--- src/rtl/text_line_streamer.sv ---
// Streams the characters of one text line: looks up the line descriptor, then unpacks ROM words MSB-first.
// Optional build macro TEXT_LINE_STREAMER_EOL_EN appends a 0x0A end-of-line beat after each line.
module text_line_streamer #(
    parameter int CHAR_W         = 8,
    parameter int CHARS_PER_WORD = 2,
    parameter int ADDR_W         = 8,
    parameter int LINE_W         = 8,
    parameter int LEN_W          = 8
) (
    input  logic                             clk,
    input  logic                             rst,
    input  logic                             start,
    input  logic [LINE_W-1:0]                line_in,
    output logic                             busy,
    output logic [LINE_W-1:0]                map_line,
    input  logic [LEN_W+ADDR_W-1:0]          map_desc,
    output logic [ADDR_W-1:0]                rom_addr,
    input  logic [CHAR_W*CHARS_PER_WORD-1:0] rom_data,
    output logic [CHAR_W-1:0]                out_char,
    output logic                             out_valid,
    input  logic                             out_ready,
    output logic                             out_last,
    output logic                             done
);

    localparam int IDX_W = (CHARS_PER_WORD > 1) ? $clog2(CHARS_PER_WORD) : 1;
    localparam logic [IDX_W-1:0] IDX_LAST = IDX_W'(CHARS_PER_WORD - 1);

`ifdef TEXT_LINE_STREAMER_EOL_EN
    typedef enum logic [2:0] {
        S_IDLE, S_MAP_REQ, S_MAP_CAP, S_FETCH_REQ, S_FETCH_CAP, S_EMIT, S_EOL, S_DONE
    } state_t;
    localparam state_t END_ST = S_EOL;
`else
    typedef enum logic [2:0] {
        S_IDLE, S_MAP_REQ, S_MAP_CAP, S_FETCH_REQ, S_FETCH_CAP, S_EMIT, S_DONE
    } state_t;
    localparam state_t END_ST = S_DONE;
`endif

    state_t                             state_q, state_d;
    logic [LINE_W-1:0]                  map_line_q, map_line_d;
    logic [ADDR_W-1:0]                  ptr_q, ptr_d;
    logic [LEN_W-1:0]                   rem_q, rem_d;
    logic [CHAR_W*CHARS_PER_WORD-1:0]   buf_q, buf_d;
    logic [IDX_W-1:0]                   idx_q, idx_d;
    logic [CHAR_W-1:0]                  word_chars [CHARS_PER_WORD];

    // Slot 0 is the most-significant character of the buffered word.
    genvar gi;
    generate
        for (gi = 0; gi < CHARS_PER_WORD; gi++) begin : g_slice
            assign word_chars[gi] = buf_q[(CHARS_PER_WORD-1-gi)*CHAR_W +: CHAR_W];
        end
    endgenerate

    assign map_line = map_line_q;
    assign rom_addr = ptr_q;

    always_ff @(posedge clk) begin
        if (!rst) begin
            state_q    <= S_IDLE;
            map_line_q <= '0;
            ptr_q      <= '0;
            rem_q      <= '0;
            buf_q      <= '0;
            idx_q      <= '0;
        end else begin
            state_q    <= state_d;
            map_line_q <= map_line_d;
            ptr_q      <= ptr_d;
            rem_q      <= rem_d;
            buf_q      <= buf_d;
            idx_q      <= idx_d;
        end
    end

    always_comb begin
        state_d    = state_q;
        map_line_d = map_line_q;
        ptr_d      = ptr_q;
        rem_d      = rem_q;
        buf_d      = buf_q;
        idx_d      = idx_q;
        busy       = 1'b0;
        out_valid  = 1'b0;
        out_char   = '0;
        out_last   = 1'b0;
        done       = 1'b0;
        case (state_q)
            S_IDLE: begin
                if (start) begin
                    map_line_d = line_in;
                    state_d    = S_MAP_REQ;
                end
            end
            S_MAP_REQ: begin
                busy    = 1'b1;
                state_d = S_MAP_CAP;
            end
            S_MAP_CAP: begin
                busy    = 1'b1;
                ptr_d   = map_desc[ADDR_W-1:0];
                rem_d   = map_desc[LEN_W+ADDR_W-1:ADDR_W];
                state_d = (map_desc[LEN_W+ADDR_W-1:ADDR_W] == '0) ? END_ST : S_FETCH_REQ;
            end
            S_FETCH_REQ: begin
                busy    = 1'b1;
                state_d = S_FETCH_CAP;
            end
            S_FETCH_CAP: begin
                busy    = 1'b1;
                buf_d   = rom_data;
                idx_d   = '0;
                state_d = S_EMIT;
            end
            S_EMIT: begin
                busy      = 1'b1;
                out_valid = 1'b1;
                out_char  = word_chars[idx_q];
`ifndef TEXT_LINE_STREAMER_EOL_EN
                out_last  = (idx_q == IDX_LAST) && (rem_q == LEN_W'(1));
`endif
                if (out_ready) begin
                    if (idx_q != IDX_LAST) begin
                        idx_d = idx_q + IDX_W'(1);
                    end else begin
                        // Pointer wraps naturally at the top of the ROM.
                        rem_d   = rem_q - LEN_W'(1);
                        ptr_d   = ptr_q + ADDR_W'(1);
                        state_d = (rem_q > LEN_W'(1)) ? S_FETCH_REQ : END_ST;
                    end
                end
            end
`ifdef TEXT_LINE_STREAMER_EOL_EN
            S_EOL: begin
                busy      = 1'b1;
                out_valid = 1'b1;
                out_char  = CHAR_W'(8'h0A);
                out_last  = 1'b1;
                if (out_ready) state_d = S_DONE;
            end
`endif
            S_DONE: begin
                done    = 1'b1;
                state_d = S_IDLE;
            end
            default: state_d = S_IDLE;
        endcase
    end

endmodule

--- config.mk ---
export PLATFORM = sky130hd
export DESIGN_NAME = text_line_streamer
export DESIGN_NICKNAME = d
export VERILOG_FILES = /design/src/rtl/text_line_streamer.sv
export SDC_FILE = /design/constraint.sdc
export NUM_CORES = 1
export LEC_CHECK = 0
export BUFFER_PORTS_ARGS = -buffer_cell sky130_fd_sc_hd__buf_2
export CAP_MARGIN = 0
export CORE_MARGIN = 1
export CORE_UTILIZATION = 29
export CTS_CLUSTER_DIAMETER = 120
export CTS_CLUSTER_SIZE = 24
export DETAILED_ROUTE_END_ITERATION = 6
export MAX_ROUTING_LAYER = met4
export PLACE_DENSITY = 0.51
export SLEW_MARGIN = 20
export SYNTH_ARGS = -nofsm -noshare
export SYNTH_HDL_FRONTEND = slang
export SYNTH_SLANG_ARGS = --single-unit
--- constraint.sdc ---
create_clock -name clk -period 1.42 [get_ports clk]
set_input_delay 0.284 -clock clk [delete_from_list [all_inputs] [get_ports clk]]
set_output_delay 0.284 -clock clk [all_outputs]
set_load 0.02 [all_outputs]
== Yosys cells after proc, flatten, opt, wreduce, memory -nomap -nowiden ==
Cells that the tools add are included.

* Input port bits: 44
* Output and inout port bits: 28
* Register bits: 44

* Order comparisons: 2
* Bitwise operators: 1
* Mux-type cells: 23
* Add/subtract/negate cells: 3
* Eq/ne operators: 10
* Reduce and logical (&&, ||, !) cells: 10

{| class="wikitable"
|+ Operator list
! cell !! count
|-
| $mux 8 || 8
|-
| $pmux 8 s2 || 2
|-
| $pmux 3 s6 || 1
|-
| $mux 3 || 5
|-
| $eq 3x3->1 const B || 3
|-
| $add 8x1->8 const B || 1
|-
| $eq 8x1->1 const B || 1
|-
| $gt 8x1->1 const B || 1
|-
| $logic_not 8->1 || 1
|-
| $sub 8x1->8 const B || 1
|-
| $eq 3x2->1 const B || 2
|-
| $mux 1 || 6
|-
| $ne 2x2->1 const B || 3
|-
| $reduce_and 3->1 || 2
|-
| $reduce_or 5->1 || 1
|-
| $reduce_and 2->1 || 2
|-
| $reduce_bool 2->1 || 2
|-
| $eq 3x1->1 const B || 1
|-
| $logic_not 3->1 || 1
|-
| $ge 2x2->1 const B || 1
|-
| $not 1->2 || 1
|-
| $pmux 1 s2 || 1
|-
| $add 1x1->1 const B || 1
|-
| $logic_and 1x1->1 || 1
|}

== Depth between registers and ports, before layout ==
* Word-level depth: 5
* Depth in mapped cells: 7
* Gate-level depth less buffers: 5

== Worst setup path after synthesis ==
Ideal clock, no wire load.

* Path kind: register -> output
* Start: register state_q[1]
* End: output out_char[0]
* Slack: -0.133 ns
* Stages on the path, launching flop included: 5
* Data required time: 1.136 ns
* Arrival: 1.269 ns
* Path through: dfxtp_1 nand3b_2 buf_4 buf_2 nor2_1

* Longest elaborated chain between the ends: 2

{| class="wikitable"
|+ RTL lines
! element !! RTL line !! RTL
|-
| start, declared || 41 || <nowiki>state_t state_q, state_d;</nowiki>
|-
| start signal, assigned || 69 || <nowiki>state_q <= state_d;</nowiki>
|-
| $eq 3x3->1 || 90 || <nowiki>case (state_q)</nowiki>
|-
| $mux 8 || 90 ||
|-
| end, declared || 19 || <nowiki>output logic [CHAR_W-1:0] out_char,</nowiki>
|}

No other way between the ends.

== Worst setup path in the final report ==
* Start: register rem_q[5]
* End: output out_last

* Longest elaborated chain between the ends: 3

{| class="wikitable"
|+ RTL lines
! element !! RTL line !! RTL
|-
| start, declared || 44 || <nowiki>logic [LEN_W-1:0] rem_q, rem_d;</nowiki>
|-
| start signal, assigned || 72 || <nowiki>rem_q <= rem_d;</nowiki>
|-
| $eq 8x1->1 || 122 || <nowiki>out_last = (idx_q == IDX_LAST) && (rem_q == LEN_W'(1));</nowiki>
|-
| $logic_and 1x1->1 || 122 ||
|-
| $mux 1 || 90 ||
|-
| end, declared || 22 || <nowiki>output logic out_last,</nowiki>
|}

No other way between the ends.

==> impl_metrics.env <==
export IMPL_status="finished, violations left"
export IMPL_violations="negative setup slack"
export IMPL_first_pass_iters=5
export IMPL_setup_tns_final_ns=-2.61
export IMPL_cp_startpoint="rem_q[5]$_SDFFE_PN0P_"
export IMPL_ys_ff_latch=44
export IMPL_maxCapViolCount=0
export IMPL_clk_path_buf_depth=2
export IMPL_drt_iter0_markers=44
export IMPL_timing_rr_end="rem_q[6]$_SDFFE_PN0P_"
export IMPL_cp_endpoint="out_last"
export IMPL_drive_gt1_share_pct=62.3
export IMPL_fp_row_count=31
export IMPL_syn_inst=284
export IMPL_ir_worst_vdd_v=0.000508
export IMPL_drv_slew=0
export IMPL_rsz0062_at_grt="true"
export IMPL_grt_antenna_before_repair=0
export IMPL_chipWidth_um=89.8
export IMPL_setup_violations=30
export IMPL_fmax_ghz=0.607
export IMPL_grt_first_pass_wirelength_mm=11.6
export IMPL_first_global_vias=2376
export IMPL_fillCellCount=692
export IMPL_synth_top_area_share_pct=39.4
export IMPL_synth_largest_area_cell="dfxtp_1"
export IMPL_end_kind="primary output"
export IMPL_initial_utilization_pct=30.4
export IMPL_rrSetupSlack_ns=-0.11
export IMPL_synth_yosys_seq_area_share_pct=39.4
export IMPL_rr_worst_depth=7
export IMPL_dieArea_sq_mm=0.00807
export IMPL_cp_required_ns=1.14
export IMPL_drc=0
export IMPL_slowest_stage="dfxtp_1"
export IMPL_fin_crit_sh_pct=116
export IMPL_yosys_warnings=0
export IMPL_place_gp_congestion=0.853
export IMPL_cp_max_fo=2
export IMPL_area_growth_pct=86.9
export IMPL_crit_path_start_kind="flip-flop"
export IMPL_core_area_sq_mm=0.00737
export IMPL_hold_class="primary input to flip-flop"
export IMPL_worstSetupPathType="flip-flop to primary output"
export IMPL_cts_tree="yes"
export IMPL_p_per_area_mw_per_mm2=885
export IMPL_synth_ff_type="dfxtp_1"
export IMPL_cp_arrival_ns=1.36
export IMPL_syn_num_nets=332
export IMPL_r2r_start="state_q[1]$_SDFFE_PN0P_"
export IMPL_fin_nets=461
export IMPL_path_cells="nor4_4, buf_4, and3_4, buf_6"
export IMPL_routed_via_density=5.01
export IMPL_die_y_um=89.8
export IMPL_syn_area_sq_mm=0.00224
export IMPL_synth_edf_count=0
export IMPL_p_leak_uw=0.00166
export IMPL_hold_start="rom_data[13]"
export IMPL_place_inst=479
export IMPL_cp_slowest_stage_delay_ns=0.35
export IMPL_fin_cells=513
export IMPL_wl_mm=7.52
export IMPL_antenna_left=0
export IMPL_async_reset_ff_share_pct=0
export IMPL_whs_path_depth=3
export IMPL_postSynthAreaPerCell_sq_um=7.88
export IMPL_fin_ws_ns=-0.228
export IMPL_grt_start_max_net_pins=30
export IMPL_io_pins=72
export IMPL_wl_per_cell_um=14.7
export IMPL_min_period_ns=1.65
export IMPL_hold_viol=0
export IMPL_root_buffer="clkbuf_8"
export IMPL_antenna_cells=0
export IMPL_worstMarginPinSlew_ns=0.507
export IMPL_finClkSkew_ns=0.00661
export IMPL_cts_sinks=44
export IMPL_port_buffers=71
export IMPL_grt_usage_pct=18.3
export IMPL_place_ws_ns=-0.0983
export IMPL_synth_area_leaders="dfxtp_1 (39%), nand2_1 (11%), a21oi_1 (8.7%), mux2i_1 (3.6%), nor2_1 (3.4%)"
export IMPL_ys_types=50
export IMPL_cts_htree_levels=2
export IMPL_cts_hold_buf=0
export IMPL_clock_latency_ns=0.30
export IMPL_overflow=0
export IMPL_via_count=2571
export IMPL_cts_buffers=5
export IMPL_hpwl_mm=4.64
export IMPL_clkTransAtPathRegs_ns=0.09
export IMPL_slew_headroom_pct=66.2
## Yosys cell counts, types with 4 or more instances
| cell | count |
|---|---|
| inv_1 | 5 |
| a21oi_1 | 39 |
| nor3_1 | 5 |
| clkbuf_1 | 6 |
| nor2_1 | 20 |
| o22ai_1 | 5 |
| nand2_1 | 68 |
| mux2i_1 | 8 |
| ha_1 | 4 |
| o21ai_0 | 7 |
| and2_1 | 5 |
| nand3_1 | 4 |
| and3_1 | 5 |
| buf_2 | 7 |
| dfxtp_1 | 44 |
## how the worst min path moves through the flow
stage,to
global route,map_line[5]$_SDFFE_PN0P_
global placement,map_line[0]$_SDFFE_PN0P_
floorplan,buf_q[0]$_SDFFE_PN0P_
CTS,buf_q[13]$_SDFFE_PN0P_
finish,buf_q[13]$_SDFFE_PN0P_
detailed placement,map_line[5]$_SDFFE_PN0P_
## report_power, final
group / internal, uW / total [uW] / switching, uW / leakage [uW]
combinational: 503 / 996 / 494 / 0.00122
sequential: 1300 / 1360 / 65.1 / 0.000363
clock: 880 / 1340 / 461 / 0.0000784
total: 2680 / 3700 / 1020 / 0.00166
## cell type report
| class | instances | area [sq um] | share of cell area [%] |
|---|---|---|---|
| multi-input cells | 218 | 1820 | 43.6 |
| repair buffers | 137 | 1130 | 27.0 |
| well taps | 99 | 124 | 2.96 |
| clock buffers | 5 | 68.8 | 1.65 |
| flip-flops and latches | 44 | 905 | 21.6 |
| clock inverters | 3 | 90.1 | 2.16 |
| inverters | 7 | 43.8 | 1.05 |
## through the flow
step / instance area (sq um) / total power [uW] / util, % / hold WS, ns
after global placement: 3060 / 2040 / 41.5 / 0.441
after CTS: 3640 / 3530 / 49.5 / 0.207
final: 4180 / 3700 / 56.7 / 0.213
after global routing: 4180 / 3880 / 56.7 / 0.208
after detailed placement: 3060 / 2040 / 41.5 / 0.447
after floorplan: 2310 / 1740 / - / 0.420
## placed cells by master, fill, tap and decap left out, types with 5 or more instances in the layout
cell	count
buf_2	59
nand2_1	52
buf_4	38
dfxtp_1	35
buf_6	29
a21oi_2	22
a21oi_1	16
nor2_4	12
nand2_2	11
mux2i_4	8
nor2_1	7
nand2_4	5
o21ai_2	5
o22ai_1	5
clkbuf_8	5
dfxtp_4	5
## sequential cells by signal, indices dropped and copies added, names as in the netlist
register and flops:
buf_q 16, idx_q 1, map_line 8, rem_q 8, rom_addr 8, state_q 3
## timing repair
| item | in CTS | in global routing |
|---|---|---|
| pin swaps | 10 | 50 |
| setup endpoints to repair | 21 | 46 |
| gates resized for setup | 81 | 104 |
| setup buffers | 9 | 15 |
| cloned | 3 | 2 |
## routing by layer
metal  routed length [um]  vias up  global-route usage (%)
met5                    0        -                       -
met4                  148        0                    5.33
met3                  269       18                    3.72
met2                 3830       60                    29.8
met1                 3270     1224                    22.9
li1                     -     1269                       -
## cell families (layout without fill, tap and decap cells)
family | Yosys count | after routing | share of synthesized area [%]
AOI/OAI and AO/OA | 82 | 83 | 24.9
adders and majority gates | 4 | 4 | 2.24
buffers and inverters | 24 | 152 | 5.37
DFF | 44 | 44 | 39.4
muxes | 8 | 8 | 3.58
and+or+nand+nor | 122 | 123 | 24.6
## critical path: cells and delay by family, from the launching register on
family | cells | cell delay, ns
buffers and inverters | 2 | 0.27
and+or+nand+nor | 2 | 0.44
DFF | 1 | 0.35
Note: power is estimated with default switching activity, not from simulation.
